File: config.mk
export PLATFORM = sky130hd
export DESIGN_NAME = traceback_unit
export DESIGN_NICKNAME = d
export VERILOG_FILES = /design/src/rtl/viterbi_pkg.sv /design/src/rtl/tb_lifo.sv /design/src/rtl/traceback_unit.sv
export SDC_FILE = /design/constraint.sdc
export NUM_CORES = 1
export LEC_CHECK = 0
export CAP_MARGIN = 20
export CELL_PAD_IN_SITES_DETAIL_PLACEMENT = 1
export CELL_PAD_IN_SITES_GLOBAL_PLACEMENT = 1
export CORE_ASPECT_RATIO = 2
export CORE_MARGIN = 2
export CORE_UTILIZATION = 38
export CTS_BUF_LIST = sky130_fd_sc_hd__clkbuf_4 sky130_fd_sc_hd__clkbuf_8
export CTS_CLUSTER_SIZE = 10
export DETAILED_ROUTE_END_ITERATION = 6
export PLACE_DENSITY_LB_ADDON = 0.1
export SKIP_LAST_GASP = 1
export SYNTH_ARGS = -nofsm -noshare
export SYNTH_HDL_FRONTEND = slang
export SYNTH_SLANG_ARGS = --single-unit
File: constraint.sdc
create_clock -name clk -period 3.84 [get_ports clk]
set_input_delay 0.768 -clock clk [delete_from_list [all_inputs] [get_ports clk]]
set_output_delay 0.768 -clock clk [all_outputs]
set_load 0.01 [all_outputs]
File: src/rtl/viterbi_pkg.sv
// Shared defaults, trellis-state type and traceback FSM encoding for the Viterbi traceback path.
// Latency: none (declarations only).
// Backpressure: none (declarations only). Optional UNLOAD state exists only with TB_REVERSE_EN.
package viterbi_pkg;

  localparam int DEFAULT_STATE_W    = 3;
  localparam int DEFAULT_DATA_WIDTH = 2 ** DEFAULT_STATE_W;
  localparam int DEFAULT_ADDR_WIDTH = 6;

  typedef logic [DEFAULT_STATE_W-1:0] trellis_state_t;

  typedef enum logic [2:0] {
    IDLE  = 3'd0,
    PRIME = 3'd1,
    RUN   = 3'd2,
    DONE  = 3'd3
`ifdef TB_REVERSE_EN
    ,
    UNLOAD = 3'd4
`endif
  } tb_fsm_t;

endpackage

File: src/rtl/tb_lifo.sv
// Bit LIFO (depth 2**ADDR_WIDTH-1) that reverses traceback output order; present only with TB_REVERSE_EN.
// Latency: pushed bit is visible on top_bit the cycle after the push.
// Backpressure: none; pushes when full and pops when empty are dropped, the caller never exceeds depth.
`ifdef TB_REVERSE_EN
module tb_lifo #(
  parameter int ADDR_WIDTH = 6
) (
  input  logic clk,
  input  logic reset,
  input  logic push,
  input  logic push_bit,
  input  logic pop,
  output logic top_bit,
  output logic last
);

  localparam int DEPTH = 2 ** ADDR_WIDTH - 1;
  localparam logic [ADDR_WIDTH-1:0] ONE  = ADDR_WIDTH'(1);
  localparam logic [ADDR_WIDTH-1:0] FULL = ADDR_WIDTH'(DEPTH);

  logic [DEPTH-1:0]      mem_q, mem_d;
  logic [ADDR_WIDTH-1:0] count_q, count_d;

  // Push writes at the fill level; pop only lowers the fill level.
  always_comb begin
    mem_d   = mem_q;
    count_d = count_q;
    if (push && (count_q != FULL)) begin
      mem_d[count_q] = push_bit;
      count_d        = count_q + ONE;
    end else if (pop && (count_q != '0)) begin
      count_d = count_q - ONE;
    end
  end

  assign top_bit = mem_q[count_q - ONE];
  assign last    = (count_q == ONE);

  // Storage and fill level; reset empties the stack.
  always_ff @(posedge clk) begin
    if (reset) begin
      mem_q   <= '0;
      count_q <= '0;
    end else begin
      mem_q   <= mem_d;
      count_q <= count_d;
    end
  end

endmodule
`endif

File: src/rtl/traceback_unit.sv
// Viterbi traceback: walks tb_len survivor words backwards from end_addr emitting one decoded bit per stage.
// Latency: first bit_valid 3 cycles after start (tb_len+3 with TB_REVERSE_EN), done one cycle after last bit.
// Backpressure: none; one stage per clock, start is ignored while busy or done is high.
module traceback_unit
  import viterbi_pkg::*;
#(
  parameter int DATA_WIDTH = DEFAULT_DATA_WIDTH,
  parameter int ADDR_WIDTH = DEFAULT_ADDR_WIDTH,
  parameter int STATE_W    = DEFAULT_STATE_W
) (
  input  logic                  clk,
  input  logic                  reset,
  input  logic                  start,
  input  logic [ADDR_WIDTH-1:0] end_addr,
  input  logic [ADDR_WIDTH-1:0] tb_len,
  input  logic [STATE_W-1:0]    start_state,
  output logic [ADDR_WIDTH-1:0] rd_addr,
  input  logic [DATA_WIDTH-1:0] rd_data,
  output logic                  bit_out,
  output logic                  bit_valid,
  output logic                  busy,
  output logic                  done
);

  localparam logic [ADDR_WIDTH-1:0] ONE = ADDR_WIDTH'(1);

  tb_fsm_t               fsm_q, fsm_d;
  logic [STATE_W-1:0]    path_q, path_d;
  logic [ADDR_WIDTH-1:0] rd_addr_q, rd_addr_d;
  logic [ADDR_WIDTH-1:0] cnt_q, cnt_d;
  logic                  bit_out_q, bit_out_d;
  logic                  bit_valid_q, bit_valid_d;
  logic                  busy_q, busy_d;
  logic                  done_q, done_d;
  logic                  surv_bit;

  // Survivor decision of the current trellis state; the word arrives one cycle after its address.
  assign surv_bit = rd_data[path_q];

`ifdef TB_REVERSE_EN
  logic push, pop, lifo_top, lifo_last;

  tb_lifo #(
    .ADDR_WIDTH(ADDR_WIDTH)
  ) u_lifo (
    .clk     (clk),
    .reset   (reset),
    .push    (push),
    .push_bit(path_q[STATE_W-1]),
    .pop     (pop),
    .top_bit (lifo_top),
    .last    (lifo_last)
  );
`endif

  // Next-state and datapath: PRIME covers the store read latency, RUN retires one stage per clock.
  always_comb begin
    fsm_d       = fsm_q;
    path_d      = path_q;
    rd_addr_d   = rd_addr_q;
    cnt_d       = cnt_q;
    bit_out_d   = bit_out_q;
    bit_valid_d = 1'b0;
    done_d      = 1'b0;
`ifdef TB_REVERSE_EN
    push        = 1'b0;
    pop         = 1'b0;
`endif
    case (fsm_q)
      IDLE: begin
        // done_q high means the previous traceback's completion cycle; its start is not a new request.
        if (start && !done_q) begin
          path_d    = start_state;
          rd_addr_d = end_addr;
          cnt_d     = tb_len;
          fsm_d     = (tb_len == '0) ? DONE : PRIME;
        end
      end
      PRIME: begin
        rd_addr_d = rd_addr_q - ONE;
        fsm_d     = RUN;
      end
      RUN: begin
        path_d    = {path_q[STATE_W-2:0], surv_bit};
        rd_addr_d = rd_addr_q - ONE;
        cnt_d     = cnt_q - ONE;
`ifdef TB_REVERSE_EN
        push = 1'b1;
        if (cnt_q == ONE) fsm_d = UNLOAD;
`else
        bit_out_d   = path_q[STATE_W-1];
        bit_valid_d = 1'b1;
        if (cnt_q == ONE) fsm_d = DONE;
`endif
      end
`ifdef TB_REVERSE_EN
      UNLOAD: begin
        pop         = 1'b1;
        bit_out_d   = lifo_top;
        bit_valid_d = 1'b1;
        if (lifo_last) fsm_d = DONE;
      end
`endif
      DONE: begin
        done_d = 1'b1;
        fsm_d  = IDLE;
      end
      default: fsm_d = IDLE;
    endcase
    busy_d = (fsm_d != IDLE);
  end

  // State and output registers; reset aborts any traceback in flight.
  always_ff @(posedge clk) begin
    if (reset) begin
      fsm_q       <= IDLE;
      path_q      <= '0;
      rd_addr_q   <= '0;
      cnt_q       <= '0;
      bit_out_q   <= 1'b0;
      bit_valid_q <= 1'b0;
      busy_q      <= 1'b0;
      done_q      <= 1'b0;
    end else begin
      fsm_q       <= fsm_d;
      path_q      <= path_d;
      rd_addr_q   <= rd_addr_d;
      cnt_q       <= cnt_d;
      bit_out_q   <= bit_out_d;
      bit_valid_q <= bit_valid_d;
      busy_q      <= busy_d;
      done_q      <= done_d;
    end
  end

  assign rd_addr   = rd_addr_q;
  assign bit_out   = bit_out_q;
  assign bit_valid = bit_valid_q;
  assign busy      = busy_q;
  assign done      = done_q;

endmodule

==> results by stage <==
Status:
- The flow ran to the end, and the final reports show no timing, DRC or antenna violations.

Layout:
- Relative to the synthesized area, the layout overhead comes to 33.54%.
- The number of antenna diodes in the final layout is 0.
- The number of nets at the end of the flow is 203.
- After filler insertion, the fill cell instance count of the layout stands at 369.
- The proportion of layout cells with a drive suffix above 1 is 9.249%.

Yosys:
- The number of warning messages in the yosys log is 0.
- The most frequent cell after synthesis is sky130_fd_sc_hd__dfxtp_1.
- By count the netlist is led by 22 x sky130_fd_sc_hd__dfxtp_1, 13 x sky130_fd_sc_hd__nor2_1, 12 x sky130_fd_sc_hd__a21oi_1, 8 x sky130_fd_sc_hd__inv_1, 8 x sky130_fd_sc_hd__nand2_1.
- Counting flops with a built-in enable in the synthesized netlist gives 0.
- The proportion of synthesized chip area in sequential cells is a little over a third.
- When the netlist entered floorplanning its net count stood at around 170.
- Yosys attributes the largest share of cell area to sky130_fd_sc_hd__dfxtp_1 36%, sky130_fd_sc_hd__a21oi_1 4.9%, sky130_fd_sc_hd__nor2_1 4.0%, sky130_fd_sc_hd__ha_1 3.0%, sky130_fd_sc_hd__o21ai_0 2.8%.
- Averaged over all synthesized cells, the footprint is roughly 8.8 um^2.
- Counting flops with an async set or reset pin after synthesis yields a share of 0%.
- The synthesized netlist contains 45 unique library cells.
- After synthesis the netlist holds a flip-flop and latch count of 22.
- Among all flip-flop cells after synthesis, the most frequent one is sky130_fd_sc_hd__dfxtp_1.
- The biggest area contributor in the post-synthesis netlist is sky130_fd_sc_hd__dfxtp_1.
- The mapped netlist covers 1235 um^2.
- The gate count after technology mapping is 140.
- The proportion of netlist area held by the largest area contributor is between 30% and 40%.

STA:
- The number of pins exceeding their max-slew limit in the final report is 0.
- The setup-violating endpoint count in the final report is 0.
- The clock skew is 0.005241 ns.
- The maximum operating frequency is slightly below 0.5 GHz.
- Headroom to the max-slew limit came out at ~58%.
- The slew of the pin with the lowest slew margin is approximately 0.63 ns.
- Summed over all failing endpoints, the final setup total negative slack is 0 ns.
- The post-route worst hold slack is 0.4662 ns.
- The worst path in the final design needs a cycle of 2.032 ns, including I/O delays and setup.
- The hold violation count in the final report came to 0.
- In the finished design, the share of the clock period the worst path needs comes to 52.92%.
- Setup repair after global routing left no endpoint under its margin.

GRT:
- The pin count of the biggest net entering global routing is 19.
- Across every metal layer, demand over resource in global routing totals 22.16%.
- The via count of the first global-routing pass is 1328.
- The total overflow reported by the global router is 0.
- The first global-routing pass estimated approximately 6.1 mm of wire.
- The number of antenna violations at the first check in global routing is 0.

Route:
- Once detail routing completed, the nets flagged for antenna violations numbered 0.
- The final layout contains routed wiring with a total length of ~3.8 mm.
- For this run, design rule violations remaining after detail routing come to 0.
- The first TritonRoute pass finished after 4 iterations.
- Detailed routing inserted a total of 1218 vias.
- For this block, the initial DRC count from the detailed router was 25.
- Using the TritonRoute via totals, the vias-per-cell ratio works out to ~6.
- In the final routed layout, each cell accounts on average for 18.43 um.

Clock tree:
- The cell sitting at the root of the clock tree is a sky130_fd_sc_hd__clkbuf_8.
- The clock tree from TritonCTS is done.
- The clock insertion delay at the later pin of the skew report is 0.26 ns.
- The number of gates resized after CTS was 0.
- In this run the deepest clock path goes through 2 buffers.
- After clock tree synthesis, the setup repair step added 0 buffers.
- Clock tree synthesis inserted a total of 3 buffers.
- After clock tree synthesis, the clock-pin slew on the worst setup and hold paths is 0.07 ns.
- The quantity of hold-fixing buffers added after cts is 0.
- The clock sink count is 22.
- In this run the number of H-tree levels came out at 1.

Placement:
- At the end of routability-driven placement, the weighted congestion stood at 0.8282.
- The HPWL after detailed placement is 3.081 mm.
- The total of buffers placed on input and output ports is 35.

Floorplan:
- The floorplan step defined a core boundary enclosing roughly 3100 um^2.
- The die covers 3750 um^2.
- The die extent in x is 44.31 um.
- The height of the die is 84.62 um.
- Once the floorplan was initialized, standard cells occupied 39.57% of the core.
- The number of cell rows is 29.
- Pin placement for this block handled 36 I/O pins.

Pwr:
- Cell internal power was estimated by the tool at 389.8 uW.
- For this design the ratio of total power to cell area is 319.5 nW/um^2.
- In this run the static leakage power is around 0.00057 uW.
- The worst ir drop on vdd is roughly 0.2 mV.
- The combinational power share is 20.4%.
- The clock network accounts for 31.3% of the total power.
- Net switching is 26.01% of the power.
- Power comes to 526.8 uW.
- Per report_power, the sequential group accounts for 48.3% of the total.
- The analysis attributes to net switching a power of 137.0 uW.

Setup path:
- The kind of critical path is in -> reg.
- Measured in cells, the most critical reg-to-reg path has a length of 4.
- The highest fanout seen on the critical path is 7.
- STA classifies the critical path endpoint as a flip-flop.
- The worst path arrival time is roughly 2.2 ns.
- The required arrival time at the worst endpoint is 4.00 ns.
- The startpoint class of the critical path is an input pin.

Hold path:
- The depth of the worst hold-timing path is 2.
- The tightest min-delay check is of the reg -> reg type.

Flow run:
- The count of maximum capacitance violations is 0.
[through the flow]
step | utilization [%] | cell area (um^2) | worst slack (ns) | cells
floorplan | - | 1235 | 2.086 | 140
finish | 52.85 | 1649 | 1.808 | 204
global placement | 51.08 | 1594 | 1.567 | 200
CTS | 52.85 | 1649 | 1.776 | 204
detailed placement | 51.08 | 1594 | 1.515 | 200
global route | 52.85 | 1649 | 1.624 | 204
[critical path, stage by stage]
cell	delay [ns]
sky130_fd_sc_hd__clkdlybuf4s50_1	0.47
sky130_fd_sc_hd__nor2b_1	0.22
sky130_fd_sc_hd__o31a_1	0.32
sky130_fd_sc_hd__o21ai_0	0.14
sky130_fd_sc_hd__a32o_1	0.27
[power groups by stage]
stage	Clock, uW	Sequential [uW]	Combinational, uW
final	165	254	107
after global routing	180	257	118
after CTS	172	254	109
after detailed placement	0	260	108
after global placement	0	259	103
after floorplan	0	255	57.2
[cell families after synthesis]
| kind of cell | Yosys count | synth area share [%] |
|---|---|---|
| AO/OA/AOI/OAI | 45 | 26.34 |
| XOR/XNOR | 2 | 2.939 |
| flip-flops | 22 | 35.66 |
| multiplexers | 5 | 5.167 |
| AND/OR/NAND/NOR | 46 | 20.47 |
| adder cells (fa/ha/maj) | 3 | 3.040 |
| buffers and inverters | 16 | 6.079 |
| other | 1 | 0.3037 |
[area by class of cell]
type	count	area [um^2]	area share (%)
Clock buffer	4	55.05	3.338
Timing Repair Buffer	37	365.4	22.15
Multi-Input combinational cell	102	719.4	43.63
Tap cell	31	38.79	2.352
Inverter	8	30.03	1.821
Sequential cell	22	440.4	26.71
[per-layer routing]
metal	wire length [um]	GRT usage [%]	vias to the layer above	part of all wire (%)
met5	0	0	-	0
met4	81	9.091	0	2.2
met3	85	2.151	8	2.3
met2	2348	44.39	27	62
met1	1243	20.64	600	33
li1	-	-	583	-
[layout by cell type, fill, tap and decap left out, types with 2 or more instances in the layout]
| master | synthesis | final |
|---|---|---|
| sky130_fd_sc_hd__clkdlybuf4s50_1 | 0 | 35 |
| sky130_fd_sc_hd__dfxtp_1 | 22 | 22 |
| sky130_fd_sc_hd__nor2_1 | 13 | 13 |
| sky130_fd_sc_hd__a21oi_1 | 12 | 12 |
| sky130_fd_sc_hd__inv_1 | 8 | 8 |
| sky130_fd_sc_hd__nand2_1 | 8 | 8 |
| sky130_fd_sc_hd__o21ai_0 | 7 | 7 |
| sky130_fd_sc_hd__nor3_1 | 6 | 6 |
| sky130_fd_sc_hd__a211oi_1 | 4 | 4 |
| sky130_fd_sc_hd__clkbuf_8 | 0 | 4 |
| sky130_fd_sc_hd__nor2b_1 | 3 | 3 |
| sky130_fd_sc_hd__o31a_1 | 3 | 3 |
| sky130_fd_sc_hd__mux2i_1 | 3 | 3 |
| sky130_fd_sc_hd__nand2b_1 | 3 | 3 |
| sky130_fd_sc_hd__ha_1 | 3 | 3 |
| sky130_fd_sc_hd__a2111oi_2 | 2 | 2 |
| sky130_fd_sc_hd__o31ai_1 | 2 | 2 |
| sky130_fd_sc_hd__nor3b_2 | 2 | 2 |
| sky130_fd_sc_hd__a22oi_1 | 2 | 2 |
| sky130_fd_sc_hd__nand3b_1 | 2 | 2 |
| sky130_fd_sc_hd__o2111ai_1 | 2 | 2 |
| sky130_fd_sc_hd__a222oi_1 | 2 | 2 |
| sky130_fd_sc_hd__nand3_1 | 2 | 2 |
| sky130_fd_sc_hd__o32ai_1 | 2 | 2 |
| sky130_fd_sc_hd__buf_4 | 1 | 2 |
[flip-flops by register name, summed over array words and instances (netlist names)]
register   flops
path_q         3
bit_valid      1
busy           1
done           1
fsm_q          3
rd_addr        6
bit_out        1
cnt_q          6
[worst paths after layout]
path / from / end / slack (ns)
setup / recovery: start / rd_addr[2]$_SDFFE_PP0P_ / 1.81
hold / removal: bit_out$_SDFFE_PP0P_ / bit_out$_SDFFE_PP0P_ / 0.47
setup reg to reg: fsm_q[1]$_SDFF_PP0_ / fsm_q[0]$_SDFF_PP0_ / 1.99
hold reg to reg: bit_out$_SDFFE_PP0P_ / bit_out$_SDFFE_PP0P_ / 0.47
No activity file was read; power rests on OpenSTA's default activity.
